File: src/rtl/imem_loader.sv
// Boot loader: assembles a UART byte stream into little-endian words and writes them into instruction memory.
// Optional trailing XOR checksum byte when IMEM_LOADER_CHECKSUM_EN is defined.
module imem_loader #(
    parameter int                ADDR_W         = 14,
    parameter logic [ADDR_W-1:0] BASE_WADDR     = 'h2000,
    parameter int                MEM_WORDS      = 16384,
    parameter int                TIMEOUT_CYCLES = 1000000
) (
    input  logic              clk,
    input  logic              reset,
    input  logic              rx_valid,
    input  logic [7:0]        rx_data,
    input  logic              restart,
    output logic              imem_we,
    output logic [ADDR_W-1:0] imem_waddr,
    output logic [31:0]       imem_wdata,
    output logic              cpu_hold,
    output logic              load_done,
    output logic              load_error,
    output logic [ADDR_W:0]   words_loaded
);

    localparam int          TMO_W     = $clog2(TIMEOUT_CYCLES) + 1;
    localparam logic [31:0] MAX_WORDS = 32'(MEM_WORDS - int'(BASE_WADDR));

`ifdef IMEM_LOADER_CHECKSUM_EN
    typedef enum logic [2:0] {ST_LEN, ST_DATA, ST_CSUM, ST_DONE, ST_ERR} state_t;
`else
    typedef enum logic [2:0] {ST_LEN, ST_DATA, ST_DONE, ST_ERR} state_t;
`endif

    state_t            state_q, state_d;
    logic [1:0]        byte_cnt_q, byte_cnt_d;
    logic [31:0]       len_q, len_d;
    logic [31:0]       word_q, word_d;
    logic [ADDR_W:0]   words_loaded_q, words_loaded_d;
    logic [TMO_W-1:0]  tmo_q, tmo_d;
    logic              we_q, we_d;
    logic [ADDR_W-1:0] waddr_q, waddr_d;
    logic [31:0]       wdata_q, wdata_d;
`ifdef IMEM_LOADER_CHECKSUM_EN
    logic [7:0]        csum_q, csum_d;
`endif

    logic [31:0] rx_len;
    logic [31:0] rx_word;
    logic        active;
    logic        tmo_run;

    assign rx_len  = {rx_data, len_q[31:8]};
    assign rx_word = {rx_data, word_q[31:8]};

    always_comb begin
        state_d        = state_q;
        byte_cnt_d     = byte_cnt_q;
        len_d          = len_q;
        word_d         = word_q;
        words_loaded_d = words_loaded_q;
        tmo_d          = tmo_q;
        we_d           = 1'b0;
        waddr_d        = waddr_q;
        wdata_d        = wdata_q;
`ifdef IMEM_LOADER_CHECKSUM_EN
        csum_d         = csum_q;
        active         = (state_q == ST_LEN) || (state_q == ST_DATA) || (state_q == ST_CSUM);
        // Only the very first length byte may be waited for indefinitely.
        tmo_run        = (state_q == ST_DATA) || (state_q == ST_CSUM) ||
                         ((state_q == ST_LEN) && (byte_cnt_q != 2'd0));
`else
        active         = (state_q == ST_LEN) || (state_q == ST_DATA);
        tmo_run        = (state_q == ST_DATA) ||
                         ((state_q == ST_LEN) && (byte_cnt_q != 2'd0));
`endif

        if (restart) begin
            state_d        = ST_LEN;
            byte_cnt_d     = 2'd0;
            len_d          = 32'd0;
            word_d         = 32'd0;
            words_loaded_d = '0;
            tmo_d          = '0;
            waddr_d        = BASE_WADDR;
            wdata_d        = 32'd0;
`ifdef IMEM_LOADER_CHECKSUM_EN
            csum_d         = 8'd0;
`endif
        end else begin
            if (rx_valid && active) begin
                tmo_d = '0;
            end else if (tmo_run) begin
                tmo_d = tmo_q + TMO_W'(1);
                if (tmo_q == TMO_W'(TIMEOUT_CYCLES - 2)) begin
                    state_d = ST_ERR;
                end
            end

            case (state_q)
                ST_LEN: begin
                    if (rx_valid) begin
                        len_d      = rx_len;
                        byte_cnt_d = byte_cnt_q + 2'd1;
                        if (byte_cnt_q == 2'd3) begin
                            if (rx_len == 32'd0) begin
`ifdef IMEM_LOADER_CHECKSUM_EN
                                state_d = ST_CSUM;
`else
                                state_d = ST_DONE;
`endif
                            end else if (rx_len > MAX_WORDS) begin
                                state_d = ST_ERR;
                            end else begin
                                state_d = ST_DATA;
                            end
                        end
                    end
                end
                ST_DATA: begin
                    if (rx_valid) begin
                        word_d     = rx_word;
                        byte_cnt_d = byte_cnt_q + 2'd1;
`ifdef IMEM_LOADER_CHECKSUM_EN
                        csum_d     = csum_q ^ rx_data;
`endif
                        if (byte_cnt_q == 2'd3) begin
                            we_d           = 1'b1;
                            waddr_d        = BASE_WADDR + words_loaded_q[ADDR_W-1:0];
                            wdata_d        = rx_word;
                            words_loaded_d = words_loaded_q + (ADDR_W+1)'(1);
                            if (words_loaded_d == len_q[ADDR_W:0]) begin
`ifdef IMEM_LOADER_CHECKSUM_EN
                                state_d = ST_CSUM;
`else
                                state_d = ST_DONE;
`endif
                            end
                        end
                    end
                end
`ifdef IMEM_LOADER_CHECKSUM_EN
                ST_CSUM: begin
                    if (rx_valid) begin
                        state_d = (rx_data == csum_q) ? ST_DONE : ST_ERR;
                    end
                end
`endif
                default: ;
            endcase
        end
    end

    always_ff @(posedge clk) begin
        if (!reset) begin
            state_q        <= ST_LEN;
            byte_cnt_q     <= 2'd0;
            len_q          <= 32'd0;
            word_q         <= 32'd0;
            words_loaded_q <= '0;
            tmo_q          <= '0;
            we_q           <= 1'b0;
            waddr_q        <= BASE_WADDR;
            wdata_q        <= 32'd0;
`ifdef IMEM_LOADER_CHECKSUM_EN
            csum_q         <= 8'd0;
`endif
        end else begin
            state_q        <= state_d;
            byte_cnt_q     <= byte_cnt_d;
            len_q          <= len_d;
            word_q         <= word_d;
            words_loaded_q <= words_loaded_d;
            tmo_q          <= tmo_d;
            we_q           <= we_d;
            waddr_q        <= waddr_d;
            wdata_q        <= wdata_d;
`ifdef IMEM_LOADER_CHECKSUM_EN
            csum_q         <= csum_d;
`endif
        end
    end

    assign imem_we      = we_q;
    assign imem_waddr   = waddr_q;
    assign imem_wdata   = wdata_q;
    assign words_loaded = words_loaded_q;
    assign cpu_hold     = (state_q != ST_DONE);
    assign load_done    = (state_q == ST_DONE);
    assign load_error   = (state_q == ST_ERR);

endmodule
File: config.mk
export PLATFORM = sky130hd
export DESIGN_NAME = imem_loader
export DESIGN_NICKNAME = d
export VERILOG_FILES = /design/src/rtl/imem_loader.sv
export SDC_FILE = /design/constraint.sdc
export NUM_CORES = 1
export LEC_CHECK = 0
export CORE_MARGIN = 2
export CORE_UTILIZATION = 50
export DETAILED_ROUTE_END_ITERATION = 16
export DONT_BUFFER_PORTS = 1
export GPL_ROUTABILITY_DRIVEN = 0
export PLACE_DENSITY = 0.68
export SYNTH_ARGS = -nofsm -noshare
export SYNTH_HDL_FRONTEND = slang
export SYNTH_SLANG_ARGS = --single-unit
File: constraint.sdc
create_clock -name clk -period 3.94 [get_ports clk]
set_clock_uncertainty 0.05 [all_clocks]
set_input_delay 0 -clock clk [delete_from_list [all_inputs] [get_ports clk]]
set_output_delay 0 -clock clk [all_outputs]
set_load 0.005 [all_outputs]
# [After elaboration in Yosys (flattened, before gate mapping)]
# Index checks and enable logic that the tools add are counted.
[classes] n_addsub=4 eq_ne=7 n_reduce_logical=15 n_lt_le_gt_ge=1 bitwise_logic=3 mux=12
[ops] operator="$gt 32x14->1 const B" count=1
[ops] operator="$logic_not 32->1" count=1
[ops] operator="$mux 3" count=8
[ops] operator="$add 21x1->21 const B" count=1
[ops] operator="$eq 21x20->1 const B" count=1
[ops] operator="$add 15x1->15 const B" count=1
[ops] operator="$eq 15x15->1" count=1
[ops] operator="$add 14x14->14 const A" count=1
[ops] operator="$eq 3x2->1 const B" count=2
[ops] operator="$pmux 3 s2" count=1
[ops] operator="$reduce_and 2->1" count=3
[ops] operator="$mux 2" count=2
[ops] operator="$reduce_or 2->1" count=2
[ops] operator="$reduce_or 4->1" count=1
[ops] operator="$eq 3x1->1 const B" count=1
[ops] operator="$logic_not 3->1" count=1
[ops] operator="$ne 3x2->1 const B" count=1
[ops] operator="$not 1->1" count=3
[ops] operator="$reduce_and 3->1" count=1
[ops] operator="$reduce_or 3->1" count=1
[ops] operator="$add 2x1->2 const B" count=1
[ops] operator="$eq 2x2->1 const B" count=1
[ops] operator="$logic_and 1x1->1" count=2
[ops] operator="$logic_or 1x1->1" count=2
[ops] operator="other kinds (2)" count=2
[word_totals] word_cells=51 input_bits=12 ff_bits=152

# [Depth between registers and ports, before layout]
[logic_depth] ltp_word=9 depth_mapped=8

# [Worst setup path after synthesis]
# No wires, ideal clock.
[synth_path] path_kind="reg-to-reg" from="register words_loaded_q[0], in the netlist words_loaded[0]" to="register state_q[0]" synth_period_minus_slack_ns=2.047 t_arrival_ns=1.857 slack_ns=1.893 stages_incl_launch_ff=8 path_cell_list="dfxtp_1 ha_1 xor2_1 a2111oi_0 nand2_1 a311o_1 nor4_2 a221oi_1"
[synth_between] elab_chain_cells=6
[synth_rtl] element="start, declared" line_no="36" text="logic [ADDR_W:0] words_loaded_q, words_loaded_d;"
[synth_rtl] element="start signal, assigned" line_no="170" text="words_loaded_q <= words_loaded_d;"
[synth_rtl] element="$add 15x1->15" line_no="128" text="words_loaded_d = words_loaded_q + (ADDR_W+1)'(1);"
[synth_rtl] element="$eq 15x15->1" line_no="129" text="if (words_loaded_d == len_q[ADDR_W:0]) begin"
[synth_rtl] element="$mux 3" line_no="129"
[synth_rtl] element="$mux 3" line_no="124" text="if (byte_cnt_q == 2'd3) begin"
[synth_rtl] element="$mux 3" line_no="118" text="if (rx_valid) begin"
[synth_rtl] element="$pmux 3 s2" line_no="97" text="case (state_q)"
[synth_rtl] element="end signal, assigned" line_no="166" text="state_q <= state_d;"
[synth_rtl] element="end, declared" line_no="32" text="state_t state_q, state_d;"
# No other way between the ends.
# A chain may end at the register's enable or synchronous reset.

# [Worst setup path in the final report]
# Same ends and word-level chain as after synthesis.

==> summary.md <==
| Metric | Value |
|---|---|
| Synth unique cells | 51 |
| Initial Util | 0.507 |
| Nets | 760 |
| Worst Hold Class | in -> reg |
| Worst Hold Margin | 66.3 ps |
| Number of synthesized flops with an enable pin | 0 |
| GRT overflow | 0 |
| 1st-pass router iterations | 5 |
| Power per Cell Area | 466 nW/um^2 |
| Post-synthesis register bit count | 144 |
| Leakage | 2.18 nW |
| Asr flop ratio synth | 0 |
| Worst hold endpoint | imem_wdata[1]$_SDFFE_PP0P_ |
| Antenna violations before repair | 0 |
| Synth Warn # | 0 |
| FF-to-FF setup slack | 1470 ps |
| Setup crit start | words_loaded[0]$_SDFFE_PP0P_ |
| Most common library cell in the layout ignoring fill and taps | nand2_1 |
| DRC Markers | 0 |
| Yosys top cell area share | 0.479 |
| Worst Setup Start Kind | register |
| Syn_nets | 773 |
| Area Overhead vs Synth | 12.4% |
| Slowest Stage Delay on Critical Path | 540 ps |
| Die X | 114 microns |
| Final hold vios | 0 |
| Worst Path Class, Setup | reg -> reg |
| Hold Startpoint | restart |
| Post-DP HPWL | 9.36 mm |
| Global Route Usage Sum | 0.233 |
| Total Die Area | 12,900 sq um |
| Fraction of layout cells with a size suffix above 1 | 0.0635 |
| Setup-failing EPs final | 0 |
| WL final | 14.2 mm |
| Crit path time final | 2470 ps |
| R2R Path Start | words_loaded[0]$_SDFFE_PP0P_ |
| GR peak layer | met2 |
| Global Route met1 Usage | 0.293 |
| Unrepaired setup endpoints after global routing | no |
| CTS clk-pin slew, worst paths | 60 ps |
| Slowest cell on the critical path | dfxtp_1 |
| Die Y | 114 microns |
| Max-Cap Viols | 0 |
| Final Slew Violations | 0 |
| Commonest non-fill, non-tap cells in the layout | nand2_1 (228), dfxtp_1 (144), a21oi_1 (107) |
| CTS Sinks | 144 |
| Critical-path cell list | ha_1 > and4_1 > and3_1 > and3b_1 > o22ai_1 > nor4_2 > a221oi_1 |
| Routed Antenna Nets | 0 |
| Sequential fraction of the synthesis area | 0.479 |
| # IOs | 77 |
| Vias in the first global route | 4,803 |
| IO buf count | 0 |
| Cells after synthesis | 756 |
| Crit-path max FO | 8 |
| Met2 track demand over resource | 0.378 |
| Final setup TNS | 0 ps |
| Synth area leader | dfxtp_1 |
| Vias | 5,017 |
| Outcome | completed |
| CTS max path bufs | 2 |
| Worst r2r dst | state_q[0]$_SDFF_PP0_ |
| Fin util | 0.570 |
| First-pass GRT wire length | 23.9 mm |
| Synth area leaders | dfxtp_1 (48%), nand2_1 (14%), a21oi_1 (8.9%) |
| Max transition margin | 0.210 |
| CP endpoint kind | register |
| DR iter-0 viols | 379 |
| # rows | 40 |
| Required @ worst endpoint | 4170 ps |
| Grt met3 use | 0.0670 |
| Drt wl/cell | 15.8 microns |
| TritonCTS clock tree | built |
| Largest net degree at the start of global routing | 77 |
| Antenna diode count | 0 |
| Num CTS Buffers | 17 |
| Hold Path Stages | 2 |
| Peak VDD IR | 0.000254 V |
| Synth Flop Type | dfxtp_1 |
| Worst r2r path cells | 7 |
| CP arrival | 2700 ps |
| Vias per inst | 5.56 |
| CTS root buf | clkbuf_16 |
| Syn_area_per_cell | 7.95 sq um |
| Core area | 11,900 sq um |
| Period utilization | 0.627 |
| Slew @ Worst Pin | 1180 ps |
| H-tree levels | 4 |
| Clock Latency Late Sink | 420 ps |
| FMAX | 0.405 GHz |
| Synth Cell Area | 6010 sq um |
## cell usage after synthesis (2+ instances only)
cell      number
dfxtp_1      144
nand4_1        9
xnor2_1       26
nor4_2         2
or3_1          2
o21ai_0        4
o22ai_1        2
nor3_1         5
clkbuf_1      37
and4_1         3
nand3_1       24
and2_1         6
nor4_1        11
a31oi_1        3
and3_1         8
buf_4          4
nor3b_1        3
xor2_1        26
nand2b_1       3
buf_2          6
a21oi_1      107
o21a_1         2
nand2_1      228
nor4b_1        2
ha_1           5
nor2_1        48
inv_1          6
nor2b_1        7
## state kept, by name, summed over array words and instances, names as in the netlist
signal	count
len_q	32
word_q	24
imem_wdata	32
tmo_q	21
state_q	3
imem_waddr	14
words_loaded	15
byte_cnt_q	2
imem_we	1
## critical path, delay by kind of cell, from the launching register on
family | cells | cell delay, ps
DFF | 1 | 540
AOI/OAI and AO/OA | 2 | 240
adders and majority gates | 1 | 330
and+or+nand+nor | 4 | 1160
## layer usage
layer,part of all wire,wire (microns)
met5,0,0
met4,0.024,345
met3,0.064,915
met2,0.47,6720
met1,0.44,6250
## per-stage QoR
| step | std cells | setup slack, ps | power [mW] | area (sq um) |
|---|---|---|---|---|
| after floorplan | 756 | 1890 | 1.54 | 6010 |
| after global placement | 860 | 1610 | 1.55 | 6040 |
| after detailed placement | 860 | 1530 | 1.55 | 6040 |
| after CTS | 903 | 1510 | 3.18 | 6760 |
| after global routing | 903 | 1320 | 3.25 | 6760 |
| final | 903 | 1470 | 3.15 | 6760 |
## cells by family (layout without fill, tap and decap cells)
family	after synthesis	after routing	share of synthesized area
multiplexers	1	1	0.00187
buffers and inverters	53	53	0.0368
flip-flops	144	144	0.479
AO/OA/AOI/OAI	129	129	0.116
XOR/XNOR	52	52	0.0757
AND/OR/NAND/NOR	372	372	0.280
adder cells (fa/ha/maj)	5	5	0.0104
## how the worst max path moves through the flow
stage / slack, ps / to
final: 1470 / state_q[0]$_SDFF_PP0_
after global routing: 1320 / state_q[0]$_SDFF_PP0_
after CTS: 1510 / state_q[0]$_SDFF_PP0_
after detailed placement: 1530 / state_q[0]$_SDFF_PP0_
after global placement: 1610 / state_q[0]$_SDFF_PP0_
after floorplan: 1890 / state_q[0]$_SDFF_PP0_
## report_power, final
group / switching (mW) / internal (mW)
sequential: 0.00355 / 1.46
combinational: 0.0488 / 0.0187
clock: 0.617 / 1.00
total: 0.669 / 2.48
## layout make-up
class                           count  area, sq um
Clock buffer                       21          480
Clock inverter                     11          128
Fill cell                        1069         5100
Inverter                            6         22.5
Multi-Input combinational cell    559         2920
Sequential cell                   144         2880
Tap cell                          147          184
Timing Repair Buffer               15          140
## repair_timing
| item | in CTS | in global routing |
|---|---|---|
| hold buffers | 11 | 0 |
| hold endpoints to repair | 31 | 0 |
| buffers inserted | 0 | 0 |
| resized for setup | 0 | 0 |
Power figures use the tool's default switching activity.
